### config.mk
export PLATFORM = sky130hd
export DESIGN_NAME = gnn_serial_engine_flat
export DESIGN_NICKNAME = d
export VERILOG_FILES = /design/src/rtl/gnn_serial_engine_if.sv /design/src/rtl/gnn_serial_engine.sv /design/src/flat_wrapper.sv
export SDC_FILE = /design/constraint.sdc
export NUM_CORES = 2
export LEC_CHECK = 0
export ABC_AREA = 0
export ABC_CLOCK_PERIOD_IN_PS = 42600
export CORE_UTILIZATION = 40
export CTS_CLUSTER_SIZE = 14
export DETAILED_ROUTE_END_ITERATION = 7
export PLACE_DENSITY = 0.54
export SYNTH_ARGS = -nofsm -noshare
export SYNTH_HDL_FRONTEND = slang
export SYNTH_SLANG_ARGS = --single-unit
### constraint.sdc
create_clock -name clk -period 42.6 [get_ports clk]
set_clock_uncertainty 0.15 [all_clocks]
set_input_delay 6.39 -clock clk [delete_from_list [all_inputs] [get_ports clk]]
set_output_delay 6.39 -clock clk [all_outputs]
set_load 0.02 [all_outputs]
### src/rtl/gnn_serial_engine_if.sv
// Stream bundle for gnn_serial_engine.
//   in_valid/in_ready/in_data : one node's four 5-bit signed features per beat
//   out_valid/out_ready       : one node's result per beat
//   out_node                  : node index of the current result
//   out0/out1                 : signed layer-2 outputs for out_node
// master = producer of features / consumer of results, slave = the engine.
interface gnn_serial_engine_if;
  logic               in_valid;
  logic               in_ready;
  logic [19:0]        in_data;
  logic               out_valid;
  logic               out_ready;
  logic [1:0]         out_node;
  logic signed [20:0] out0;
  logic signed [20:0] out1;

  modport master (
    output in_valid, in_data, out_ready,
    input  in_ready, out_valid, out_node, out0, out1
  );

  modport slave (
    input  in_valid, in_data, out_ready,
    output in_ready, out_valid, out_node, out0, out1
  );
endinterface

### src/rtl/gnn_serial_engine.sv
// Time-multiplexed two-layer GNN on a 4-node ring graph.
// A single 15x5 signed multiplier and 21-bit accumulator serve both layers,
// sequenced LOAD -> AGG1 -> MAC1 -> AGG2 -> MAC2 -> OUT.
// Ports:
//   clk, rst : clock, asynchronous active-high reset
//   w1 [79:0]: layer-1 weights, feature k -> hidden j at [(4j+k)*5 +: 5]
//   w2 [39:0]: layer-2 weights, hidden k -> output o at [(4o+k)*5 +: 5]
//   busy     : high in every state except LOAD
//   bus      : feature input / result output streams (slave side)
module gnn_serial_engine (
  input  logic                clk,
  input  logic                rst,
  input  logic [79:0]         w1,
  input  logic [39:0]         w2,
  output logic                busy,
  gnn_serial_engine_if.slave  bus
);
  typedef enum logic [2:0] {LOAD, AGG1, MAC1, AGG2, MAC2, OUT} state_t;
  state_t state, state_nx;

  logic [1:0]         ncnt;   // node index: load slot in LOAD, result index in OUT
  logic [5:0]         cnt;    // MAC step; MAC1 {n,j,k}, MAC2 {n,o,k}
  logic [79:0]        w1r;
  logic [39:0]        w2r;
  logic signed [4:0]  x  [4][4];
  logic signed [6:0]  ax [4][4];
  logic signed [12:0] h  [4][4];
  logic signed [14:0] ah [4][4];
  logic signed [20:0] y  [4][2];
  logic signed [4:0]  w1a [16];
  logic signed [4:0]  w2a [8];
  logic signed [14:0] mul_a;
  logic signed [4:0]  mul_b;
  logic signed [19:0] prod;
  logic signed [20:0] acc, acc_nx;
  logic [1:0]         kk;

  assign kk = cnt[1:0];

  // Weight vectors viewed as arrays so the MAC step bits index them directly.
  for (genvar i = 0; i < 16; i++) begin : g_w1
    assign w1a[i] = w1r[i*5 +: 5];
  end
  for (genvar i = 0; i < 8; i++) begin : g_w2
    assign w2a[i] = w2r[i*5 +: 5];
  end

  // Shared MAC: operand mux, multiply, accumulate (cleared at k = 0).
  always_comb begin
    mul_a = '0;
    mul_b = '0;
    if (state == MAC1) begin
      mul_a = 15'(ax[cnt[5:4]][kk]);
      mul_b = w1a[cnt[3:0]];
    end else if (state == MAC2) begin
      mul_a = ah[cnt[4:3]][kk];
      mul_b = w2a[cnt[2:0]];
    end
    prod   = 20'(mul_a) * 20'(mul_b);
    acc_nx = ((kk == 2'd0) ? 21'sd0 : acc) + 21'(prod);
  end

  always_ff @(posedge clk or posedge rst)
    if (rst) state <= LOAD;
    else     state <= state_nx;

  always_comb begin
    state_nx = state;
    case (state)
      LOAD: if (bus.in_valid && ncnt == 2'd3) state_nx = AGG1;
      AGG1: state_nx = MAC1;
      MAC1: if (cnt == 6'd63) state_nx = AGG2;
      AGG2: state_nx = MAC2;
      MAC2: if (cnt[4:0] == 5'd31) state_nx = OUT;
      OUT:  if (bus.out_ready && ncnt == 2'd3) state_nx = LOAD;
      default: state_nx = LOAD;
    endcase
  end

  always_ff @(posedge clk or posedge rst) begin
    if (rst) begin
      ncnt <= '0;
      cnt  <= '0;
      acc  <= '0;
      w1r  <= '0;
      w2r  <= '0;
      for (int n = 0; n < 4; n++) begin
        for (int k = 0; k < 4; k++) begin
          x[n][k]  <= '0;
          ax[n][k] <= '0;
          h[n][k]  <= '0;
          ah[n][k] <= '0;
        end
        y[n][0] <= '0;
        y[n][1] <= '0;
      end
    end else begin
      case (state)
        LOAD: if (bus.in_valid) begin
          for (int k = 0; k < 4; k++) x[ncnt][k] <= bus.in_data[k*5 +: 5];
          ncnt <= ncnt + 2'd1;  // wraps to 0 after node 3
          if (ncnt == 2'd3) begin
            w1r <= w1;
            w2r <= w2;
          end
        end
        AGG1: begin
          for (int n = 0; n < 4; n++)
            for (int k = 0; k < 4; k++)
              ax[n][k] <= 7'(x[n][k]) + 7'(x[(n+3)%4][k]) + 7'(x[(n+1)%4][k]);
          cnt <= '0;
        end
        MAC1: begin
          acc <= acc_nx;
          if (kk == 2'd3) h[cnt[5:4]][cnt[3:2]] <= acc_nx[12:0];
          cnt <= cnt + 6'd1;  // wraps to 0 after the last step
        end
        AGG2: begin
          for (int n = 0; n < 4; n++)
            for (int k = 0; k < 4; k++)
              ah[n][k] <= 15'(h[n][k]) + 15'(h[(n+3)%4][k]) + 15'(h[(n+1)%4][k]);
          cnt <= '0;
        end
        MAC2: begin
          acc <= acc_nx;
          if (kk == 2'd3) y[cnt[4:3]][cnt[2]] <= acc_nx;
          cnt <= (cnt[4:0] == 5'd31) ? 6'd0 : cnt + 6'd1;
        end
        OUT: if (bus.out_ready) ncnt <= ncnt + 2'd1;
        default: ;
      endcase
    end
  end

  // Result outputs are gated to zero outside OUT so a reset anywhere clears them.
  assign busy          = (state != LOAD);
  assign bus.in_ready  = (state == LOAD);
  assign bus.out_valid = (state == OUT);
  assign bus.out_node  = (state == OUT) ? ncnt : 2'd0;
  assign bus.out0      = (state == OUT) ? y[ncnt][0] : 21'sd0;
  assign bus.out1      = (state == OUT) ? y[ncnt][1] : 21'sd0;
endmodule

### src/flat_wrapper.sv
// flat-port wrapper written by rule: the top's interface ports become plain ports
module gnn_serial_engine_flat 
  (clk, rst, w1, w2, busy, bus_in_valid, bus_in_data, bus_out_ready, bus_in_ready, bus_out_valid, bus_out_node, bus_out0, bus_out1);
  gnn_serial_engine_if bus_i ();
  input  logic clk;
  input  logic rst;
  input  logic [79:0] w1;
  input  logic [39:0] w2;
  output logic busy;
  input wire logic [$bits(bus_i.in_valid)-1:0] bus_in_valid;
  input wire logic [$bits(bus_i.in_data)-1:0] bus_in_data;
  input wire logic [$bits(bus_i.out_ready)-1:0] bus_out_ready;
  output wire logic [$bits(bus_i.in_ready)-1:0] bus_in_ready;
  output wire logic [$bits(bus_i.out_valid)-1:0] bus_out_valid;
  output wire logic [$bits(bus_i.out_node)-1:0] bus_out_node;
  output wire logic [$bits(bus_i.out0)-1:0] bus_out0;
  output wire logic [$bits(bus_i.out1)-1:0] bus_out1;
  assign bus_i.in_valid = bus_in_valid;
  assign bus_i.in_data = bus_in_data;
  assign bus_i.out_ready = bus_out_ready;
  assign bus_in_ready = bus_i.in_ready;
  assign bus_out_valid = bus_i.out_valid;
  assign bus_out_node = bus_i.out_node;
  assign bus_out0 = bus_i.out0;
  assign bus_out1 = bus_i.out1;
  gnn_serial_engine u_core (.clk(clk), .rst(rst), .w1(w1), .w2(w2), .busy(busy), .bus(bus_i));
endmodule
Yosys cells after proc, flatten, opt, wreduce, memory -nomap -nowiden
Index checks and enable logic that the tools add are counted.
{ "op_classes": {"addsub": 67, "n_mul": 1, "n_lt_le_gt_ge": 13, "eq_ne": 15, "mux": 61, "bitwise": 8, "n_reduce_logical": 20} }
{ "op_table": {"columns": ["cell", "n"], "rows": [
  ["$bwmux 80", 4],
  ["$add 14x13->15", 16],
  ["$add 13x13->14", 16],
  ["$bwmux 208", 1],
  ["$bwmux 168", 1],
  ["$demux 20 s2", 4],
  ["$mux 42", 3],
  ["$bmux 60 s2", 1],
  ["$mux 60", 2],
  ["$add 6x5->7", 16],
  ["$demux 52 s2", 1],
  ["$add 5x5->6", 16],
  ["$bmux 42 s2", 1],
  ["$demux 42 s2", 1],
  ["$mux 21", 4],
  ["$mux 15", 5],
  ["$bmux 28 s2", 1],
  ["$mux 28", 2],
  ["$mux 52", 1],
  ["$mux 5", 7],
  ["$bmux 15 s2", 1],
  ["$demux 13 s2", 1],
  ["$add 21x20->21", 1],
  ["$demux 21 s1", 1],
  ["43 further kinds", 78]
]} }
{ "totals": {"reg_bits": 960, "in_bits": 144, "out_inout_bits": 47} }

Logic depth before layout (Yosys ltp)
{ "logic_depth": {"ltp_word": 12, "mapped_depth": 25, "ltp_nobuf": 21} }

Worst setup path before layout
No wires, ideal clock.
{ "synth_path": {"path_type": "reg2out", "startpoint": "register u_core.ncnt[0]", "endpoint": "output bus_out0[0]", "arrival_ns": 1.793, "setup_slack_ns": 34.267, "stages_incl_launch_ff": 5, "n_path_buf": 2, "cell_sequence": "dfrtp_1 -> clkbuf_1 -> buf_2 -> mux4_2 -> and3_1"} }
{ "synth_via": {"elab_chain_len": 5} }
{ "synth_rtl": {"columns": ["element", "line", "rtl"], "rows": [
  ["start, declared", "gnn_serial_engine.sv:21", "logic [1:0] ncnt;"],
  ["start signal, assigned", "gnn_serial_engine.sv:101", "ncnt <= ncnt + 2'd1;"],
  ["start signal, assigned", "gnn_serial_engine.sv:129", "OUT: if (bus.out_ready) ncnt <= ncnt + 2'd1;"],
  ["$not 2->3 (not written as such)", "gnn_serial_engine.sv:140", "assign bus.out0 = (state == OUT) ? y[ncnt][0] : 21'sd0;"],
  ["$bmux 42 s2", "gnn_serial_engine.sv:140", null],
  ["$mux 42 (not written as such) (2 in series)", "gnn_serial_engine.sv:140", null],
  ["$mux 21", "gnn_serial_engine.sv:140", null],
  ["end, declared", "flat_wrapper.sv:16", "output wire logic [$bits(bus_i.out0)-1:0] bus_out0;"]
]} }
Every way passes these cells. The select of a mux whose other input is x is not followed.

Worst setup path in the final report
{ "layout_path": {"startpoint": "register u_core.ncnt[0]", "endpoint": "output bus_out0[4]"} }
Same word-level chain as after synthesis.

==> flow_summary.ini <==
[status]
run_status = complete, no violations

[timing]
transition_time_at_the_pin_with_the_least_slew_margin_ns = 1.07
finalMaxSlewViolations = 0
fmax_mhz = 102
setup_repair_after_global_routing_missed_its_margin = false
max-slew-margin-rel_pct = 28.5
post-route-min-period_ns = 9.83
timing_hold_violations_final = 0
fin_tns_setup_ns = 0
finalSetupViolations = 0
fin_crit_sh_pct = 23.1

[grt]
global_route.usage.total_pct = 20.6
grt.overflow.total = 0
grt_first_pass_wirelength_mm = 244
pin_count_of_the_biggest_net_entering_global_routing = 235
grt_pass1_vias = 41800
initial_antenna_violation_count = 13

[place]
portBuffers = 190
place.detailed.hpwl_mm = 112
dpl.cell_count = 7384
globalplace.congestion = 0.838
post_dp_cell_area_mm2 = 0.0645

[setup_path]
worst-r2r-cell-count = 21
timing.setup.critical_path_class = flop to output port
worst_setup_path_end_kind = output port
regToRegSetupSlack_ns = 33.82
cp_data_arrival_time_ns = 3.29
startpoint_type = flop
critPathRequiredTime_ns = 36.06
maximum_net_fanout_on_the_critical_path = 46
r2r-end = u_core.h[127]$_DFFE_PP0P_
reg2reg_from = u_core.cnt[3]$_DFFE_PP0P_

[route]
wirelength_mm = 153
drt-pass1-iter-count = 5
route.vias.total = 39800
detail_route.iter0.violations = 2159
final_antenna_net_count = 0
dr_wl_cell_um = 20.1
number_of_remaining_drc_errors = 0
vias_per_cell = 5.25

[logic_synthesis]
synth_compound_area_share_pct = 11.3
count_of_state_elements_after_synthesis = 960
synth_area_mm2 = 0.0606
synth.distinct_cells = 74
yosys-mux-area-fraction_pct = 13.4
syn-instance-count = 5380
synth-simple-area-share_pct = 9.28
synth-async-reset-ratio_pct = 100
synth_adder_area_share_pct = 19.8
yosysWarnings = 0
synth_edf_count = 0
postSynth.topFlopCell = sky130_fd_sc_hd__dfrtp_1
synth_top_family_by_area = adder cells
avgSynthCellArea_um2 = 11.3
mappedNetlistNets = 6250
proportion_of_synthesized_chip_area_in_sequential_cells_pct = 39.7
post_synth_xor_area_fraction_pct = 2.96

[final_layout]
final_area_mm2 = 0.0683
final_layout_size_suffix_gt1_share_pct = 14.7
area_delta_synth_final_pct = 12.8
fin_nets = 6350
number_of_non_filler_instances_in_the_completed_layout = 7586

[pwr]
pwr_density_cell_mw_per_mm2 = 63.6
leakagePower_nw = 32.1
fin_total_pwr_mw = 4.34
vdd.ir_drop.worst_v = 0.0000465

[worst_hold_path]
holdCritStartpoint = u_core.ah[76]$_DFFE_PP0P_
hold_path_end = u_core.ah[76]$_DFFE_PP0P_
min-delay-path-class = flop to flop
number_of_instances_on_the_worst_hold_path = 2

[floorplan]
die-area_mm2 = 0.153
core_mm2 = 0.150
core.rowCount = 142
floorplan_die_width_um = 391
start_util_pct = 40.4
io_pins = 191
die-height_um = 391

[cts]
clock_root_buffer = sky130_fd_sc_hd__clkbuf_16
inserted_clock_buffers = 110
cts.sink_count = 960
cts.htree.levels = 3
post_cts.repair.setup_buffers = 0
tritoncts_clock_tree = yes
post_cts_hold_buffer_count = 0
clkTransAtPathRegs_ns = 0.06
cts_buffer_depth = 3
cts_resized = 0
skew_pair_late_insertion_delay_ns = 0.76

[flow_run]
max_capacitance_violation_count = 0
==> flip-flops by register name, summed over array words and instances, names as in the netlist <==
register      count
u_core.h        208
u_core.w1r       80
u_core.acc       21
u_core.cnt        6
u_core.x         80
u_core.w2r       40
u_core.ah       240
u_core.ax       112
u_core.state      3
u_core.y        168
u_core.ncnt       2
==> critical path, cell delays in order (launching register included) <==
cell                              delay, ns
sky130_fd_sc_hd__dfrtp_4               1.04
sky130_fd_sc_hd__mux4_2                0.59
sky130_fd_sc_hd__and3_1                0.24
sky130_fd_sc_hd__clkdlybuf4s50_1       0.55
==> synth_stat cells (14+ instances only) <==
| cell | instances | area, µm² |
|---|---|---|
| sky130_fd_sc_hd__dfrtp_1 | 960 | 24000 |
| sky130_fd_sc_hd__nand2_1 | 763 | 2860 |
| sky130_fd_sc_hd__o21ai_0 | 613 | 3070 |
| sky130_fd_sc_hd__fa_1 | 389 | 7790 |
| sky130_fd_sc_hd__ha_1 | 337 | 4220 |
| sky130_fd_sc_hd__mux2_2 | 326 | 3670 |
| sky130_fd_sc_hd__inv_1 | 262 | 983 |
| sky130_fd_sc_hd__nor2_1 | 192 | 721 |
| sky130_fd_sc_hd__clkbuf_1 | 182 | 683 |
| sky130_fd_sc_hd__mux4_2 | 170 | 3830 |
| sky130_fd_sc_hd__a21oi_1 | 149 | 746 |
| sky130_fd_sc_hd__xor2_1 | 123 | 1080 |
| sky130_fd_sc_hd__a21o_1 | 99 | 743 |
| sky130_fd_sc_hd__xnor2_1 | 82 | 718 |
| sky130_fd_sc_hd__nor2b_1 | 70 | 438 |
| sky130_fd_sc_hd__and3_1 | 51 | 319 |
| sky130_fd_sc_hd__nand2b_1 | 45 | 282 |
| sky130_fd_sc_hd__o21a_1 | 45 | 338 |
| sky130_fd_sc_hd__nor3_1 | 42 | 210 |
| sky130_fd_sc_hd__a211oi_1 | 41 | 308 |
| sky130_fd_sc_hd__buf_2 | 40 | 200 |
| sky130_fd_sc_hd__nand3_1 | 31 | 155 |
| sky130_fd_sc_hd__mux2i_1 | 30 | 300 |
| sky130_fd_sc_hd__o31ai_1 | 28 | 210 |
| sky130_fd_sc_hd__a31oi_1 | 25 | 156 |
| sky130_fd_sc_hd__o41ai_1 | 25 | 219 |
| sky130_fd_sc_hd__nor3b_1 | 21 | 158 |
| sky130_fd_sc_hd__o21ba_2 | 21 | 210 |
| sky130_fd_sc_hd__buf_1 | 16 | 60.1 |
| sky130_fd_sc_hd__o31a_1 | 15 | 131 |
| sky130_fd_sc_hd__buf_4 | 14 | 105 |
==> power breakdown <==
part / total, mW / switching [mW] / internal [mW]
Sequential: 1.29 / 0.186 / 1.11
Combinational: 2.05 / 1.19 / 0.865
Clock: 1.00 / 0.411 / 0.591
Total: 4.34 / 1.78 / 2.56
==> per-stage QoR <==
step	worst slack, ns	hold WS, ns	util, %
after floorplan	9.06	0.287	-
after global placement	32.23	0.301	42.9
after detailed placement	32.20	0.306	42.9
after CTS	32.66	0.321	45.5
after global routing	32.61	0.339	45.5
final	32.77	0.317	45.5
==> layout make-up <==
type | instances | area, µm²
Timing Repair Buffer | 253 | 2420
Fill cell | 14000 | 81800
Multi-Input combinational cell | 3890 | 34500
Clock inverter | 50 | 709
Tap cell | 2016 | 2520
Inverter | 265 | 1000
Clock buffer | 150 | 3140
Sequential cell | 960 | 24000
Antenna cell | 2 | 5.00
==> cell families (layout without fill, tap and decap cells) <==
kind of cell               Yosys count  after routing
and+or+nand+nor                   1280           1280
AOI/OAI and AO/OA                 1140           1140
DFF                                960            960
adders and majority gates          726            726
muxes                              539            539
buffers and inverters              530            718
xor gates and xnor gates           205            205
other                                0              2
==> worst max-delay path by stage <==
| stage | from | end | slack, ns |
|---|---|---|---|
| floorplan | rst | u_core.acc[0]$_DFFE_PP0P_ | 9.06 |
| global placement | rst | u_core.y[105]$_DFFE_PP0P_ | 32.23 |
| detailed placement | rst | u_core.y[105]$_DFFE_PP0P_ | 32.20 |
| CTS | u_core.ncnt[0]$_DFFE_PP0P_ | bus_out1[4] | 32.66 |
| global route | u_core.ncnt[0]$_DFFE_PP0P_ | bus_out1[4] | 32.61 |
| finish | u_core.ncnt[0]$_DFFE_PP0P_ | bus_out0[4] | 32.77 |
==> metal layers <==
layer  global-route usage, %  part of all wire, %  up-vias
met5                       0                0.065        -
met2                    33.7                   47      621
met3                    3.43                  4.1      189
met1                    28.7                   47    20000
met4                    4.27                  2.0       16
li1                        -                    -    19000
==> placed cells by master (no fill, tap or decap), types with 80 or more instances in the layout <==
master / synthesis / layout
sky130_fd_sc_hd__a21o_1: 99 / 99
sky130_fd_sc_hd__a21oi_1: 149 / 148
sky130_fd_sc_hd__clkbuf_16: 0 / 110
sky130_fd_sc_hd__clkdlybuf4s50_1: 0 / 190
sky130_fd_sc_hd__dfrtp_1: 960 / 952
sky130_fd_sc_hd__fa_1: 389 / 389
sky130_fd_sc_hd__ha_1: 337 / 337
sky130_fd_sc_hd__inv_1: 262 / 261
sky130_fd_sc_hd__mux2_2: 326 / 326
sky130_fd_sc_hd__mux4_2: 170 / 170
sky130_fd_sc_hd__nand2_1: 763 / 761
sky130_fd_sc_hd__nor2_1: 192 / 191
sky130_fd_sc_hd__o21ai_0: 613 / 613
sky130_fd_sc_hd__xnor2_1: 82 / 80
sky130_fd_sc_hd__xor2_1: 123 / 118
(Power assumes the default switching activity.)
